## src/rtl/tile_dma_pkg.sv

```systemverilog
// Shared definitions for the tile-attribute DMA: register map, CTRL bits, FSM states.
package tile_dma_pkg;

    // Tile-attribute RAM in the video unit holds 512 byte entries.
    localparam int unsigned TATTR_AW_DEFAULT = 9;
    localparam int unsigned LEN_W_DEFAULT    = 10;

    localparam logic [1:0] REG_SRC  = 2'd0;
    localparam logic [1:0] REG_DST  = 2'd1;
    localparam logic [1:0] REG_LEN  = 2'd2;
    localparam logic [1:0] REG_CTRL = 2'd3;

    localparam int unsigned CTRL_START_BIT = 0;
    localparam int unsigned CTRL_ABORT_BIT = 1;
    localparam int unsigned CTRL_BUSY_BIT  = 0;
    localparam int unsigned CTRL_DONE_BIT  = 1;

    typedef enum logic [1:0] {
        ST_IDLE  = 2'd0,
        ST_FETCH = 2'd1,
        ST_WRITE = 2'd2,
        ST_DONE  = 2'd3
    } state_t;

endpackage

```

## src/rtl/tile_dma.sv

```systemverilog
// Copies LEN bytes from word-addressed memory into the tile-attribute RAM,
// one byte per cycle, lane 0 first, with abort and completion interrupt.
module tile_dma
    import tile_dma_pkg::*;
#(
    parameter int unsigned TATTR_AW = TATTR_AW_DEFAULT,
    parameter int unsigned LEN_W    = LEN_W_DEFAULT
) (
    input  logic                clk,
    input  logic                rst,
    input  logic [1:0]          cfg_addr,
    input  logic [31:0]         cfg_wdata,
    input  logic                cfg_wenable,
    output logic [31:0]         cfg_rdata,
    output logic [31:0]         mem_addr,
    output logic                mem_req,
    input  logic                mem_ready,
    input  logic [31:0]         mem_rdata,
    output logic [TATTR_AW-1:0] tattr_addr,
    output logic [7:0]          tattr_wdata,
    output logic                tattr_wenable,
    output logic                irq_done
);

    state_t              state;
    logic [29:0]         src_reg;
    logic [TATTR_AW-1:0] dst_reg;
    logic [LEN_W-1:0]    len_reg;
    logic                done;

    logic [29:0]         w_src;
    logic [TATTR_AW-1:0] w_dst;
    logic [LEN_W-1:0]    w_rem;
    logic [31:0]         word;
    logic [1:0]          lane;

    logic ctrl_wr;
    logic start;
    logic abort;
    logic busy;
    logic [7:0] lane_byte;

    assign ctrl_wr = cfg_wenable && (cfg_addr == REG_CTRL);
    assign start   = ctrl_wr && cfg_wdata[CTRL_START_BIT];
    assign abort   = ctrl_wr && cfg_wdata[CTRL_ABORT_BIT];
    assign busy    = (state != ST_IDLE);

    // Register readback
    always_comb begin
        cfg_rdata = '0;
        case (cfg_addr)
            REG_SRC:  cfg_rdata = {src_reg, 2'b00};
            REG_DST:  cfg_rdata = 32'(dst_reg);
            REG_LEN:  cfg_rdata = 32'(len_reg);
            default: begin
                cfg_rdata[CTRL_DONE_BIT] = done;
                cfg_rdata[CTRL_BUSY_BIT] = busy;
            end
        endcase
    end

    // Byte-lane select from the captured source word
    always_comb begin
        lane_byte = word[7:0];
        case (lane)
            2'd1:    lane_byte = word[15:8];
            2'd2:    lane_byte = word[23:16];
            2'd3:    lane_byte = word[31:24];
            default: lane_byte = word[7:0];
        endcase
    end

    always_ff @(posedge clk or posedge rst) begin
        if (rst) begin
            state         <= ST_IDLE;
            src_reg       <= '0;
            dst_reg       <= '0;
            len_reg       <= '0;
            done          <= 1'b0;
            w_src         <= '0;
            w_dst         <= '0;
            w_rem         <= '0;
            word          <= '0;
            lane          <= '0;
            mem_req       <= 1'b0;
            mem_addr      <= '0;
            tattr_wenable <= 1'b0;
            tattr_addr    <= '0;
            tattr_wdata   <= '0;
            irq_done      <= 1'b0;
        end else begin
            // Programmed registers only change while idle
            if (cfg_wenable && !busy) begin
                case (cfg_addr)
                    REG_SRC: src_reg <= cfg_wdata[31:2];
                    REG_DST: dst_reg <= cfg_wdata[TATTR_AW-1:0];
                    REG_LEN: len_reg <= cfg_wdata[LEN_W-1:0];
                    default: ;
                endcase
            end

            tattr_wenable <= 1'b0;
            irq_done      <= 1'b0;

            // Abort outranks start and any read acceptance in the same cycle
            if (abort) begin
                state   <= ST_IDLE;
                mem_req <= 1'b0;
            end else begin
                case (state)
                    ST_IDLE: begin
                        if (start) begin
                            done  <= 1'b0;
                            w_src <= src_reg;
                            w_dst <= dst_reg;
                            w_rem <= len_reg;
                            if (len_reg != '0) begin
                                state    <= ST_FETCH;
                                mem_req  <= 1'b1;
                                mem_addr <= {src_reg, 2'b00};
                            end else begin
                                state    <= ST_DONE;
                                irq_done <= 1'b1;
                                done     <= 1'b1;
                            end
                        end
                    end
                    ST_FETCH: begin
                        if (mem_ready) begin
                            word          <= mem_rdata;
                            w_src         <= w_src + 30'd1;
                            mem_req       <= 1'b0;
                            state         <= ST_WRITE;
                            tattr_wenable <= 1'b1;
                            tattr_wdata   <= mem_rdata[7:0];
                            tattr_addr    <= w_dst;
                            w_dst         <= w_dst + TATTR_AW'(1);
                            w_rem         <= w_rem - LEN_W'(1);
                            lane          <= 2'd1;
                        end
                    end
                    ST_WRITE: begin
                        if (w_rem == '0) begin
                            state    <= ST_DONE;
                            irq_done <= 1'b1;
                            done     <= 1'b1;
                        end else if (lane == 2'd0) begin
                            state    <= ST_FETCH;
                            mem_req  <= 1'b1;
                            mem_addr <= {w_src, 2'b00};
                        end else begin
                            tattr_wenable <= 1'b1;
                            tattr_wdata   <= lane_byte;
                            tattr_addr    <= w_dst;
                            w_dst         <= w_dst + TATTR_AW'(1);
                            w_rem         <= w_rem - LEN_W'(1);
                            lane          <= lane + 2'd1;
                        end
                    end
                    default: state <= ST_IDLE;
                endcase
            end
        end
    end

endmodule

```

## config.mk

```make
export PLATFORM = sky130hd
export DESIGN_NAME = tile_dma
export DESIGN_NICKNAME = d
export VERILOG_FILES = /design/src/rtl/tile_dma_pkg.sv /design/src/rtl/tile_dma.sv
export SDC_FILE = /design/constraint.sdc
export NUM_CORES = 1
export LEC_CHECK = 0
export CAP_MARGIN = 5
export CORE_MARGIN = 3
export CORE_UTILIZATION = 56
export CTS_BUF_LIST = sky130_fd_sc_hd__clkbuf_16
export DETAILED_ROUTE_END_ITERATION = 6
export PLACE_DENSITY = 0.84
export SLEW_MARGIN = 10
export SYNTH_ARGS = -nofsm -noshare
export SYNTH_HDL_FRONTEND = slang
export SYNTH_SLANG_ARGS = --single-unit
```

## constraint.sdc

```tcl
create_clock -name clk -period 10.6 [get_ports clk]
set_input_delay 2.12 -clock clk [delete_from_list [all_inputs] [get_ports clk]]
set_output_delay 2.12 -clock clk [all_outputs]
set_load 0.03 [all_outputs]
```

==> results by group, run 1 <==
Status
  – Outcome: finished, final reports clean

Floorplan
  – Die Span X: around 140 µm
  – Total die area: 0.0185 mm²
  – Die Y-Extent: between 100 and 150 µm
  – Core area: 0.0162 mm²
  – Starting density of the core: 58.3%
  – Num ports: 154
  – Row cnt: 46

Pwr
  – Power Dens Cells: 342 mW/mm²
  – Pint: approximately 2.2 mW
  – Combinational cell fraction of total power: between 40% and 50%
  – Leak: 4.70 nW
  – Sw Ratio: 43.0%
  – Max VDD drop: 0.000208 V
  – Net Switching: 1.69 mW
  – Clock share of power: between 10% and 20%
  – Seq pwr share: between 30% and 40%

Detailed routing
  – DRT iter0 DRCs: 638
  – DR vias: 7607
  – Via density per instance: 6.11
  – Drt wl/cell: 18.9 µm
  – Drt drc: 0
  – Post-Route WL: 23500 µm
  – First drt pass iteration count: 6
  – Post-DRT Antenna Nets: 0

Synth
  – Post-synth ARST share: 100%
  – Synth Register Bits: 185
  – Post-synth EDFFs: 0
  – Primary FF master, synth: dfrtp_1
  – Syn. warnings: 0
  – Post-Syn Instances: slightly above 900
  – Post-synthesis average cell area: 10.5 µm²
  – Cell area after synthesis: 0.00947 mm²
  – Synth cell types: 68
  – Sequential-to-total area share from yosys stat: about half

STA
  – Max_slew headroom: 28.6%
  – Final Slew Violations: 0
  – Transition time of the tightest slew-check pin: 1070 ps
  – Final hold violation count: 0
  – FMAX: 150 MHz
  – Final Skew: 14.9 ps
  – Crit share post-route: ~63%
  – Final setup fails: 0
  – Total negative slack: 0 ps
  – Minimum clock period: between 6000 and 7000 ps
  – RSZ-0062 raised after global routing: false

Global route
  – Tot GR Track Use: between 20% and 30%
  – First-pass GRT wire length: 37700 µm
  – Vias in the first global route: 7332
  – Largest net degree at the start of global routing: about 110
  – Initial antenna violation count: 0
  – Overflow after GRT: 0

Finish
  – Layout Utilization: 71.1%
  – Final net count: 1098
  – # diodes: 0
  – Synth-to-layout area growth: 21.9%
  – Share of cells above drive strength 1: 13.8%
  – Number of flip-flops under the largest register name: 32
  – Top reg by flops: word

Hold path
  – WHS Path Cells: 1
  – End of the worst hold path: word[23]
  – Hold_sp: word[23]
  – Hold Crit Class: register to register

Clocking
  – Longest Clk Path Bufs: 2
  – CTS buffer count: 17
  – Post-CTS Setup Bufs: 0
  – CTS Hold Bufs: 0
  – Root buf cell: clkbuf_16
  – Clock transition at the registers of the reported paths: roughly 60 ps
  – Clock tree from TritonCTS: yes
  – H-tree Lvls: 4
  – Cts repair resizes: 0
  – Worst-skew pair later-pin latency: 430 ps
  – Clk sinks: about 190

Worst setup path
  – CP Buf/Inv Count: 2
  – Top delay family on crit path: buffers and inverters
  – Reg2reg start: state[0]
  – Worst Reg-to-Reg Cells: 7
  – Critical Path Source Type: primary input
  – Required time worst endpoint: 8480 ps
  – CP max stage delay: 750 ps
  – Critical path class: primary input to primary output
  – Worst Setup End Kind: primary output
  – Arrival @ worst endpoint: 4530 ps
  – Flop2flop setup slack: 7260 ps
  – Most common cell on crit path: clkdlybuf4s50_1
  – Reg2reg end: w_rem[9]
  – CP max stage cell: clkdlybuf4s50_1
  – Worst path cell trace: clkdlybuf4s50_1 > nor2_2 > and2_1 > clkdlybuf4s50_1
  – Crit Path Max Fanout: 22

Placement
  – RD Place Congestion: 0.857
  – I/O Buffers: approximately 150
  – Hpwl dp: 16000 µm

Job
  – Max Cap Viol: 0
[metrics by stage]
step | instance area [µm²] | instances | hold slack [ps] | setup WS, ps | total power [mW]
after floorplan | 9470 | 907 | 459 | 3450 | 2.75
after global placement | 11000 | 1214 | 476 | 3710 | 3.27
after detailed placement | 11000 | 1214 | 496 | 3610 | 3.34
after CTS | 11500 | 1244 | 506 | 3610 | 3.94
after global routing | 11500 | 1244 | 522 | 3770 | 4.20
final | 11500 | 1244 | 502 | 3950 | 3.94
[synth_stat cells (2+ instances only)]
cell type / count / area share, %
and4_1: 5 / 0.46
o22ai_1: 20 / 1.3
a31oi_1: 6 / 0.40
nand2_1: 57 / 2.3
mux2_4: 9 / 1.4
nor3_1: 11 / 0.58
buf_4: 5 / 0.40
mux2_2: 81 / 9.6
o211ai_1: 6 / 0.48
a21oi_1: 83 / 4.4
buf_2: 31 / 1.6
nand4_1: 19 / 1.3
nor4_1: 7 / 0.46
and2_1: 26 / 1.7
clkbuf_1: 26 / 1.0
o21a_1: 3 / 0.24
or3_1: 2 / 0.13
buf_6: 2 / 0.24
nand2b_1: 4 / 0.26
a222oi_1: 8 / 0.85
nor2_1: 75 / 3.0
a21o_1: 4 / 0.32
nor4b_2: 2 / 0.32
o31ai_1: 2 / 0.16
dfrtp_1: 185 / 49
and3_1: 19 / 1.3
a211o_1: 2 / 0.19
a22oi_1: 5 / 0.40
a311o_1: 2 / 0.21
a22o_1: 2 / 0.19
a2bb2oi_1: 6 / 0.55
a41o_1: 2 / 0.21
o21ai_0: 42 / 2.2
mux2i_1: 54 / 5.7
inv_1: 16 / 0.63
nor2b_1: 4 / 0.26
o221a_2: 2 / 0.24
o32ai_1: 2 / 0.19
nor3_2: 2 / 0.21
a32oi_1: 3 / 0.28
o311ai_0: 2 / 0.19
buf_1: 3 / 0.12
ha_1: 11 / 1.5
nand3_1: 24 / 1.3
[layer usage]
| layer | vias to the layer above | global-route usage (%) | routed length (µm) |
|---|---|---|---|
| met3 | 30 | 5.00 | 1450 |
| met5 | - | 0 | 0 |
| met4 | 0 | 5.94 | 365 |
| met2 | 271 | 42.1 | 11400 |
| li1 | 3519 | - | - |
| met1 | 3787 | 35.2 | 10300 |
[cell type report]
type | count | area, µm²
Clock buffer | 17 | 425
Inverter | 17 | 68.8
Tap cell | 216 | 270
Multi-Input combinational cell | 637 | 4470
Sequential cell | 185 | 4630
Timing Repair Buffer | 159 | 1570
Fill cell | 1189 | 4690
Clock inverter | 13 | 108
[placed cells by master (no fill, tap or decap), drive strengths merged, types with 3 or more instances in the layout]
| master | n |
|---|---|
| dfrtp | 185 |
| clkdlybuf4s50 | 151 |
| mux2 | 91 |
| a21oi | 83 |
| nor2 | 75 |
| nand2 | 57 |
| mux2i | 54 |
| o21ai | 43 |
| and2 | 27 |
| nand3 | 25 |
| o22ai | 20 |
| nand4 | 19 |
| and3 | 19 |
| clkbuf | 17 |
| inv | 17 |
| nor3 | 13 |
| ha | 11 |
| clkinv | 9 |
| a222oi | 8 |
| buf | 8 |
| nor4 | 8 |
| o211ai | 7 |
| a2bb2oi | 6 |
| a31oi | 6 |
| and4 | 5 |
| a22oi | 5 |
| nor2b | 4 |
| nand2b | 4 |
| a21o | 4 |
| o21a | 3 |
| a32oi | 3 |
| clkinvlp | 3 |
[power groups by stage]
stage / Sequential, mW / Combinational, mW / Clock (mW)
after floorplan: 1.50 / 1.26 / 0
after global placement: 1.42 / 1.85 / 0
after detailed placement: 1.44 / 1.91 / 0
after CTS: 1.43 / 1.92 / 0.594
after global routing: 1.48 / 2.09 / 0.626
final: 1.44 / 1.92 / 0.586
[worst register-to-register path, delay by kind of cell (launching register included)]
kind | cells | cell delay, ps
AND/OR/NAND/NOR | 2 | 870
AO/OA/AOI/OAI | 2 | 750
buffers and inverters | 2 | 640
adder cells (fa/ha/maj) | 1 | 560
flip-flops | 1 | 410
[cells by family after synthesis]
kind of cell	share of synthesized area, %
compound gates	14.3
other cells	0.0396
fa+ha+maj	1.45
mux	16.9
buf+inv	4.15
flops	48.9
simple gates	14.3
[how the worst max path moves through the flow]
stage                    end  slack, ps   startpoint  cells after the start
2_1_floorplan           done       3450          rst                      1
3_3_place_gp   cfg_rdata[25]       3710  cfg_addr[0]                      4
3_5_place_dp   cfg_rdata[10]       3610  cfg_addr[0]                      4
4_1_cts        cfg_rdata[10]       3610  cfg_addr[0]                      4
5_1_grt        cfg_rdata[13]       3770  cfg_addr[0]                      4
6_report       cfg_rdata[10]       3950  cfg_addr[0]                      4
(Power assumes the default switching activity.)
==> run 2, diff against run 1 <==
- CORE_UTILIZATION: 56 -> 49
- PLACE_DENSITY: 0.84 -> 0.78
- clock period: 10.6 -> 5.7 ns (I/O delays scaled with it)
==> results by group, run 2 (synthesis results as in run 1) <==
Status
  – Outcome: finished, final reports clean

STA
  – Final Slew Violations: 0
  – Final hold slack: just under 500 ps
  – Final setup fails: 0
  – FMAX: 217 MHz
  – RSZ-0062 raised after global routing: false
  – Total negative slack: 0 ps
  – Crit share post-route: 80.7%
  – Final Skew: 8.31 ps
  – Minimum clock period: ~4600 ps
  – Max_slew headroom: roughly 29%
  – Final hold violation count: 0
  – Transition time of the tightest slew-check pin: 1070 ps

Clocking
  – H-tree Lvls: 4
  – Clock tree from TritonCTS: yes
  – CTS buffer count: 17
  – Root buf cell: clkbuf_16
  – Cts repair resizes: 0
  – Longest Clk Path Bufs: 2
  – Post-CTS Setup Bufs: 0
  – CTS Hold Bufs: 0
  – Clk sinks: 185
  – Clock transition at the registers of the reported paths: 70 ps
  – Worst-skew pair later-pin latency: 430 ps

Placement
  – RD Place Congestion: around 0.84
  – Placed cell areas: between 0.01 and 0.015 mm²
  – Placed Cells: between 1000 and 1500
  – Hpwl dp: about 16000 µm
  – I/O Buffers: 151

Pwr
  – Max VDD drop: 0.000354 V
  – Leak: 4.74 nW
  – Power Dens Cells: 632 mW/mm²

Worst setup path
  – Required time worst endpoint: between 4000 and 5000 ps
  – Worst path cell trace: clkdlybuf4s50_1 > nor2b_1 > nand2_1 > o21ai_0 > clkdlybuf4s50_1
  – Critical path class: primary input to primary output
  – Worst Setup End Kind: primary output
  – Crit Path Max Fanout: 19
  – CP max stage delay: 870 ps
  – Most common cell on crit path: clkdlybuf4s50_1
  – CP max stage cell: clkdlybuf4s50_1
  – Critical Path Source Type: primary input
  – Arrival @ worst endpoint: 3460 ps

Detailed routing
  – First drt pass iteration count: 7
  – Drt drc: 0
  – DR vias: 7550
  – Via density per instance: 5.83
  – Post-Route WL: 24000 µm
  – Drt wl/cell: 18.5 µm
  – DRT iter0 DRCs: 695
  – Post-DRT Antenna Nets: 0

Finish
  – Commonest non-fill, non-tap cells in the layout: dfrtp_1 (185), clkdlybuf4s50_1 (151), a21oi_1 (83)
  – Top reg by flops: word
  – Final net count: 1102
  – Multi-input gate area in the final layout: around 0.0045 mm²
  – Final instance area: 0.0117 mm²
  – # diodes: 0
  – Reg area: 0.00463 mm²
  – Layout Utilization: 61.9%
  – Finished Layout Cells: approximately 1300
  – Number of flip-flops under the largest register name: 32
  – Share of cells above drive strength 1: roughly 14%
  – Fillers: 1539
  – Synth-to-layout area growth: 23.1%
  – Commonest non-fill, non-tap cell in the layout: dfrtp_1

Global route
  – Overflow after GRT: 0
  – Vias in the first global route: roughly 7400
  – Tot GR Track Use: 22.7%
  – First-pass GRT wire length: 39200 µm
  – Initial antenna violation count: 0
  – Largest net degree at the start of global routing: around 120

Floorplan
  – Die Y-Extent: 145 µm
  – Core area: 0.0188 mm²
  – Die Span X: 145 µm
  – Num ports: 154
  – Row cnt: 50
  – Starting density of the core: 50.3%
  – Total die area: 0.0210 mm²

Job
  – Max Cap Viol: 0

Hold path
  – Hold Crit Class: register to register
==> run 2: cell count changes in the layout (fill, tap and decap cells not counted) <==
| cell | before | now |
|---|---|---|
| nor2_1 | 74 | 75 |
| clkinvlp_4 | 3 | 6 |
| inv_1 | 15 | 17 |
| clkinv_4 | 3 | 2 |
| clkinv_2 | 1 | 2 |
| clkinv_1 | 5 | 1 |
| buf_4 | 8 | 11 |
| buf_12 | 0 | 1 |
| nor2_2 | 1 | 0 |
| inv_6 | 2 | 3 |
==> run 2: layout make-up <==
class	instances	share of cell area, %
clock buffer	17	3.65
clock inverter	15	1.11
inverter	17	0.580
multi-input combinational	637	38.3
sequential	185	39.7
tap	260	2.79
timing repair buffer	163	13.9
==> run 2: critical path: cells and delay by family <==
kind | cells | cell delay (ps)
AND/OR/NAND/NOR | 2 | 650
buffers and inverters | 2 | 1570
AO/OA/AOI/OAI | 1 | 90
==> run 2: through the flow <==
stage                     worst slack [ps]  total power [mW]
after global placement                1250              6.14
after detailed placement              1150              6.24
after CTS                             1150              7.39
final                                 1100              7.36
after floorplan                       2180              5.12
after global routing                   968              7.86
==> run 2: final timing paths <==
path / from / endpoint / slack [ps] / cells past startpoint
worst max-delay path: cfg_addr[0] / cfg_rdata[6] / 1100 / 5
worst min register to register: word[23] / word[23] / 490 / 1
worst min-delay path: word[23] / word[23] / 490 / 1
worst max register to register: lane[0] / lane[0] / 2500 / 8
max in group asynchronous: rst / w_src[10] / 3350 / 3
min in group asynchronous: rst / tattr_addr[1] / 1270 / 2
==> run 2: metal layers <==
| metal | routed length [µm] | vias to the layer above | global-route usage [%] |
|---|---|---|---|
| met1 | 11000 | 3745 | 32.1 |
| met3 | 1300 | 25 | 4.43 |
| met5 | 0 | - | 0 |
| met4 | 386 | 0 | 5.89 |
| met2 | 11300 | 256 | 36.2 |
| li1 | - | 3524 | - |
==> run 2: power breakdown <==
group,switching [mW],leakage [nW],total [mW],internal (mW)
logic,1.98,2.29,3.58,1.60
registers,0.663,2.19,2.66,2.00
clock network,0.517,0.265,1.12,0.602
total,3.16,4.74,7.36,4.20
